File: config.mk
export PLATFORM = sky130hd
export DESIGN_NAME = riscv_mem_arbiter
export DESIGN_NICKNAME = d
export VERILOG_FILES = /design/src/rtl/riscv_mem_arbiter.sv
export SDC_FILE = /design/constraint.sdc
export NUM_CORES = 1
export LEC_CHECK = 0
export CAP_MARGIN = 30
export CORE_AREA = 2 2 96 98
export DETAILED_ROUTE_END_ITERATION = 8
export DIE_AREA = 0 0 98 100
export PLACE_DENSITY = 0.72
export SLEW_MARGIN = 10
export SYNTH_ARGS = -nofsm -noshare
export SYNTH_HDL_FRONTEND = slang
export SYNTH_SLANG_ARGS = --single-unit
File: constraint.sdc
create_clock -name clk_i -period 2.05 [get_ports clk_i]
set_clock_uncertainty 0.05 [all_clocks]
set_input_delay 0.41 -clock clk_i [delete_from_list [all_inputs] [get_ports clk_i]]
set_output_delay 0.41 -clock clk_i [all_outputs]
set_load 0.05 [all_outputs]
File: src/rtl/riscv_mem_arbiter.sv
// riscv_mem_arbiter: round-robin IF/DM arbiter onto one BIU port,
// with locked DM sequences and an in-order response owner FIFO.
module riscv_mem_arbiter #(
  parameter int  XLEN        = 32,
  parameter int  MAX_PENDING = 2,
  parameter type biu_size_t  = logic [1:0]
) (
  input  logic            clk_i,
  input  logic            rst_i,
  input  logic            clr_i,
  input  logic            if_req_i,
  input  logic [XLEN-1:0] if_adr_i,
  input  biu_size_t       if_size_i,
  output logic            if_ack_o,
  output logic            if_rsp_o,
  input  logic            dm_req_i,
  input  logic [XLEN-1:0] dm_adr_i,
  input  biu_size_t       dm_size_i,
  input  logic            dm_lock_i,
  input  logic            dm_we_i,
  input  logic [XLEN-1:0] dm_d_i,
  output logic            dm_ack_o,
  output logic            dm_rsp_o,
  output logic [XLEN-1:0] q_o,
  output logic            err_o,
  output logic            req_o,
  output logic [XLEN-1:0] adr_o,
  output biu_size_t       size_o,
  output logic            lock_o,
  output logic            we_o,
  output logic [XLEN-1:0] d_o,
  input  logic            ack_i,
  input  logic            rsp_i,
  input  logic [XLEN-1:0] q_i,
  input  logic            err_i
);

  localparam logic [1:0] S_IDLE = 2'd0;
  localparam logic [1:0] S_BUSY = 2'd1;
  localparam logic [1:0] S_LOCK = 2'd2;
  localparam logic OWN_IF = 1'b0;
  localparam logic OWN_DM = 1'b1;
  localparam int CW = $clog2(MAX_PENDING + 1);

  logic [1:0]             r_state;
  logic [1:0]             w_state_n;
  logic                   r_owner;
  logic                   r_last;
  logic                   w_own;
  logic                   w_req;
  logic                   w_push;
  logic                   w_pop;
  logic                   w_full;
  logic                   w_lock;
  logic [CW-1:0]          r_cnt;
  logic [CW-1:0]          w_cnt_n;
  logic [CW-1:0]          w_wi;
  logic [MAX_PENDING-1:0] r_fifo;
  logic [MAX_PENDING-1:0] w_fifo_n;

  assign w_full = (r_cnt == CW'(MAX_PENDING));

  always_comb begin
    w_req = 1'b0;
    w_own = r_owner;
    if (!rst_i && !clr_i) begin
      unique case (r_state)
        S_IDLE: begin
          if (!w_full && (if_req_i || dm_req_i)) begin
            w_req = 1'b1;
            if (if_req_i && dm_req_i) w_own = ~r_last;
            else w_own = dm_req_i;
          end
        end
        S_BUSY: w_req = 1'b1;
        S_LOCK: begin
          w_own = OWN_DM;
          w_req = !w_full && dm_req_i;
        end
        default: ;
      endcase
    end
  end

  assign w_push = w_req & ack_i;
  assign w_pop  = rsp_i & (r_cnt != '0) & ~clr_i & ~rst_i;
  assign w_lock = w_own & dm_lock_i;

  assign req_o  = w_req;
  assign adr_o  = !w_req ? '0 : (w_own ? dm_adr_i : if_adr_i);
  assign size_o = !w_req ? '0 : (w_own ? dm_size_i : if_size_i);
  assign lock_o = w_req & w_lock;
  assign we_o   = w_req & w_own & dm_we_i;
  assign d_o    = (w_req && w_own) ? dm_d_i : '0;

  assign if_ack_o = w_push & ~w_own;
  assign dm_ack_o = w_push & w_own;
  assign if_rsp_o = w_pop & ~r_fifo[0];
  assign dm_rsp_o = w_pop & r_fifo[0];
  assign q_o      = q_i;
  assign err_o    = err_i;

  // Owner FIFO as a shift register: head at bit 0
  always_comb begin
    w_wi     = r_cnt - CW'(w_pop);
    w_cnt_n  = r_cnt + CW'(w_push) - CW'(w_pop);
    w_fifo_n = w_pop ? (r_fifo >> 1) : r_fifo;
    for (int i = 0; i < MAX_PENDING; i++) begin
      if (w_push && (w_wi == CW'(i))) w_fifo_n[i] = w_own;
    end
  end

  always_comb begin
    w_state_n = r_state;
    if (w_push) w_state_n = w_lock ? S_LOCK : S_IDLE;
    else if (w_req) w_state_n = S_BUSY;
  end

  always_ff @(posedge clk_i or posedge rst_i) begin
    if (rst_i) begin
      r_state <= S_IDLE;
      r_owner <= OWN_IF;
      r_last  <= OWN_IF;
      r_cnt   <= '0;
      r_fifo  <= '0;
    end else if (clr_i) begin
      r_state <= S_IDLE;
      r_cnt   <= '0;
      r_fifo  <= '0;
    end else begin
      r_state <= w_state_n;
      r_cnt   <= w_cnt_n;
      r_fifo  <= w_fifo_n;
      if (w_req) r_owner <= w_own;
      if (w_push) r_last <= w_own;
    end
  end

endmodule
==> results.yml, run 1 <==
die:
  ios: 248
  row_count: 35
  die_area_mm2: 0.00980
  start_util_pct: 18.0
  die_h_um: 100
  fp.dieW_um: 98
  core_area_mm2: 0.00889
synthesis:
  synth-xor-area-share_pct: 1.65
  post-synth-top-area-fraction_pct: 23.2
  synth_nets: 351
  yosysWarnings: 0
  synth-seq-area-share_pct: 12.5
  synth.distinct_cells: 33
  synth_top_family_by_area: "simple AND/OR/NAND/NOR gates"
  syn_area_per_cell_um2: 7.75
  yosysTopAreaCell: "mux2i_1"
  synthAdderAreaFrac_pct: 2.35
  synthSimpleGateAreaFrac_pct: 31.7
  synth-compound-area-share_pct: 4.86
  synth_cells: 206
  synth_area_leaders: "mux2i_1, buf_4, and2_1"
  synth_mux_area_share_pct: 23.9
  ys_ff_latch: 8
  syn_area_mm2: 0.00160
worst_setup_path:
  required_ns: 1.59
  cp-end-kind: "primary output"
  worstReg2RegStart: "r_state[0]"
  worstSetupPathType: "reg2out"
  r2r_cells: 13
  crit_path_max_fanout: 7
  r2r_slack_ns: -0.30
  r2r_end: "r_fifo[0]"
  arrival_ns: 2.16
  start_kind: "flop"
clock_tree:
  cts_tree: "done"
  cts.sink_count: 8
  h-tree-depth: 1
  cts_buffers: 3
  cts_root_buf: "clkbuf_8"
  path_clk_slew_ns: 0.05
  cts_buffer_depth: 2
  clock_latency_ns: 0.24
global_routing:
  grt_pass1_vias: 2273
  grt_usage_pct: 14.9
  antenna_found_initial: 0
  grt_first_pass_wirelength_mm: 11.7
  globalRouteOverflowTotal: 0
  grt_max_degree: 21
drt:
  drtIter0Drc: 24
  routed_wl_mm: 7.83
  via_count: 2118
  ant_nets: 0
  first_pass_iters: 4
  drc: 0
  viasPerCell: 4.27
  wl_per_cell_um: 15.8
layout:
  nFillCells: 690
  design_area_mm2: 0.00531
  seqCellArea_um2: 200
  nets: 532
  post-route-util_pct: 59.7
  layout_common_cells: "clkdlybuf4s50_1, buf_12, nor2_4"
  drive_above_1_share_pct: 61.6
  multiInputGateArea_mm2: 0.00188
  antenna_cells: 0
  areaGrowthSynthToFinish_pct: 233
  mostFrequentLayoutCell: "clkdlybuf4s50_1"
power:
  p_leak_uw: 0.00208
  vdd_drop_max_v: 0.000236
  power_density_mw_per_mm2: 481
sta:
  fmax_mhz: 382
  hold_viol: 0
  tightestPinTransition_ns: 0.366
  drv_slew: 0
  worst_slack_ns: -0.568
  rsz0062_at_grt: "yes"
  max-slew-margin-rel_pct: 75.6
  setup_viol: 75
  whs_ns: 0.119
  period_needed_ns: 2.62
  finalCritPeriodShare_pct: 128
min_path:
  min_path_type: "in2async"
outcome:
  violations: "setup timing"
  outcome: "finished, violations left"
flow_run:
  maxCapViolations: 0
place:
  hpwl_mm: 5.75
  portBuffers: 181
  gp_congestion: 0.743
  place_area_mm2: 0.00456
-- through the flow --
step | setup WS [ns] | setup TNS (ns) | cells | power (uW)
2_1_floorplan | -0.237 | -7.70 | 206 | 1310
3_3_place_gp | -0.975 | -66.46 | 470 | 1740
3_5_place_dp | -1.04 | -69.87 | 470 | 1760
4_1_cts | -0.721 | -46.71 | 492 | 2430
5_1_grt | -0.671 | -44.31 | 496 | 2660
6_report | -0.568 | -37.21 | 496 | 2550
-- cell type report --
cell class,instances,area share (%)
inverter,7,0.495
multi-input combinational,148,35.5
tap,111,2.62
timing repair buffer,219,56.9
clock buffer,3,0.778
sequential,8,3.77
-- sequential cells by signal, indices dropped and copies added, names as in the netlist --
name and count:
r_cnt 2, r_owner 1, r_state 2, r_last 1
r_fifo 2
-- layer usage --
metal	global-route usage, %	up-vias	share of wire [%]
li1	-	1007	-
met5	0	-	0
met1	15.7	967	34
met2	29.4	127	55
met4	2.67	0	1.4
met3	4.53	17	9.4
-- logic make-up after synthesis --
family,count (synthesis)
AO/OA/AOI/OAI,9
XOR/XNOR,3
adder cells (fa/ha/maj),3
buffers and inverters,51
flip-flops,8
multiplexers,38
AND/OR/NAND/NOR,94
-- power by group --
group          switching (uW)  internal [uW]
combinational             940           1230
clock                    70.8            128
sequential               9.90            178
total                    1020           1530
-- repair_timing --
item | in CTS | in global routing
pin swaps | 7 | 15
resized for setup | 72 | 17
buffers inserted | 18 | 3
hold buffers | 0 | 0
setup endpoints to repair | 79 | 80
gates cloned | 2 | 2
-- worst max-delay path, stage by stage (launching register included) --
cell and delay [ns]:
dfrtp_1 0.37, and2b_2 0.23, a2111oi_4 0.31, nand3b_4 0.22, buf_12 0.16, buf_16 0.15, mux2i_4 0.27, nor2_4 0.06
buf_12 0.15
-- synth_stat cells, drive strengths merged --
| cell type | number |
|---|---|
| xor2 | 2 |
| xnor2 | 1 |
| a32o | 1 |
| nand2 | 2 |
| o21ai | 4 |
| nand3b | 3 |
| mux2i | 37 |
| nor2b | 2 |
| nand3 | 1 |
| o211ai | 1 |
| inv | 7 |
| nor2 | 43 |
| ha | 3 |
| buf | 40 |
| or3 | 1 |
| nor4 | 1 |
| dfrtp | 8 |
| a21oi | 1 |
| clkbuf | 4 |
| and2b | 2 |
| mux2 | 1 |
| a21o | 1 |
| and3 | 1 |
| a2111oi | 1 |
| nand2b | 3 |
| and2 | 35 |
-- worst max path at each step --
stage	startpoint	end	slack (ns)	cells after the start
global placement	rst_i	we_o	-0.98	7
floorplan	rst_i	adr_o[26]	-0.24	7
detailed placement	rst_i	we_o	-1.04	7
CTS	r_state[0]	adr_o[13]	-0.72	8
global route	r_cnt[1]	adr_o[21]	-0.67	8
finish	r_cnt[1]	adr_o[21]	-0.57	8
Power figures use the tool's default switching activity.
==> run 2, diff against run 1 <==
--- a/config.mk
+++ b/config.mk
@@ -7,6 +7,7 @@
 export LEC_CHECK = 0
 export CAP_MARGIN = 30
 export CORE_AREA = 2 2 96 98
+export CTS_CLUSTER_SIZE = 25
 export DETAILED_ROUTE_END_ITERATION = 8
 export DIE_AREA = 0 0 98 100
 export PLACE_DENSITY = 0.72
==> results of run 2 <==
The final DEF is identical to that of run 1; final timing and power are the same.
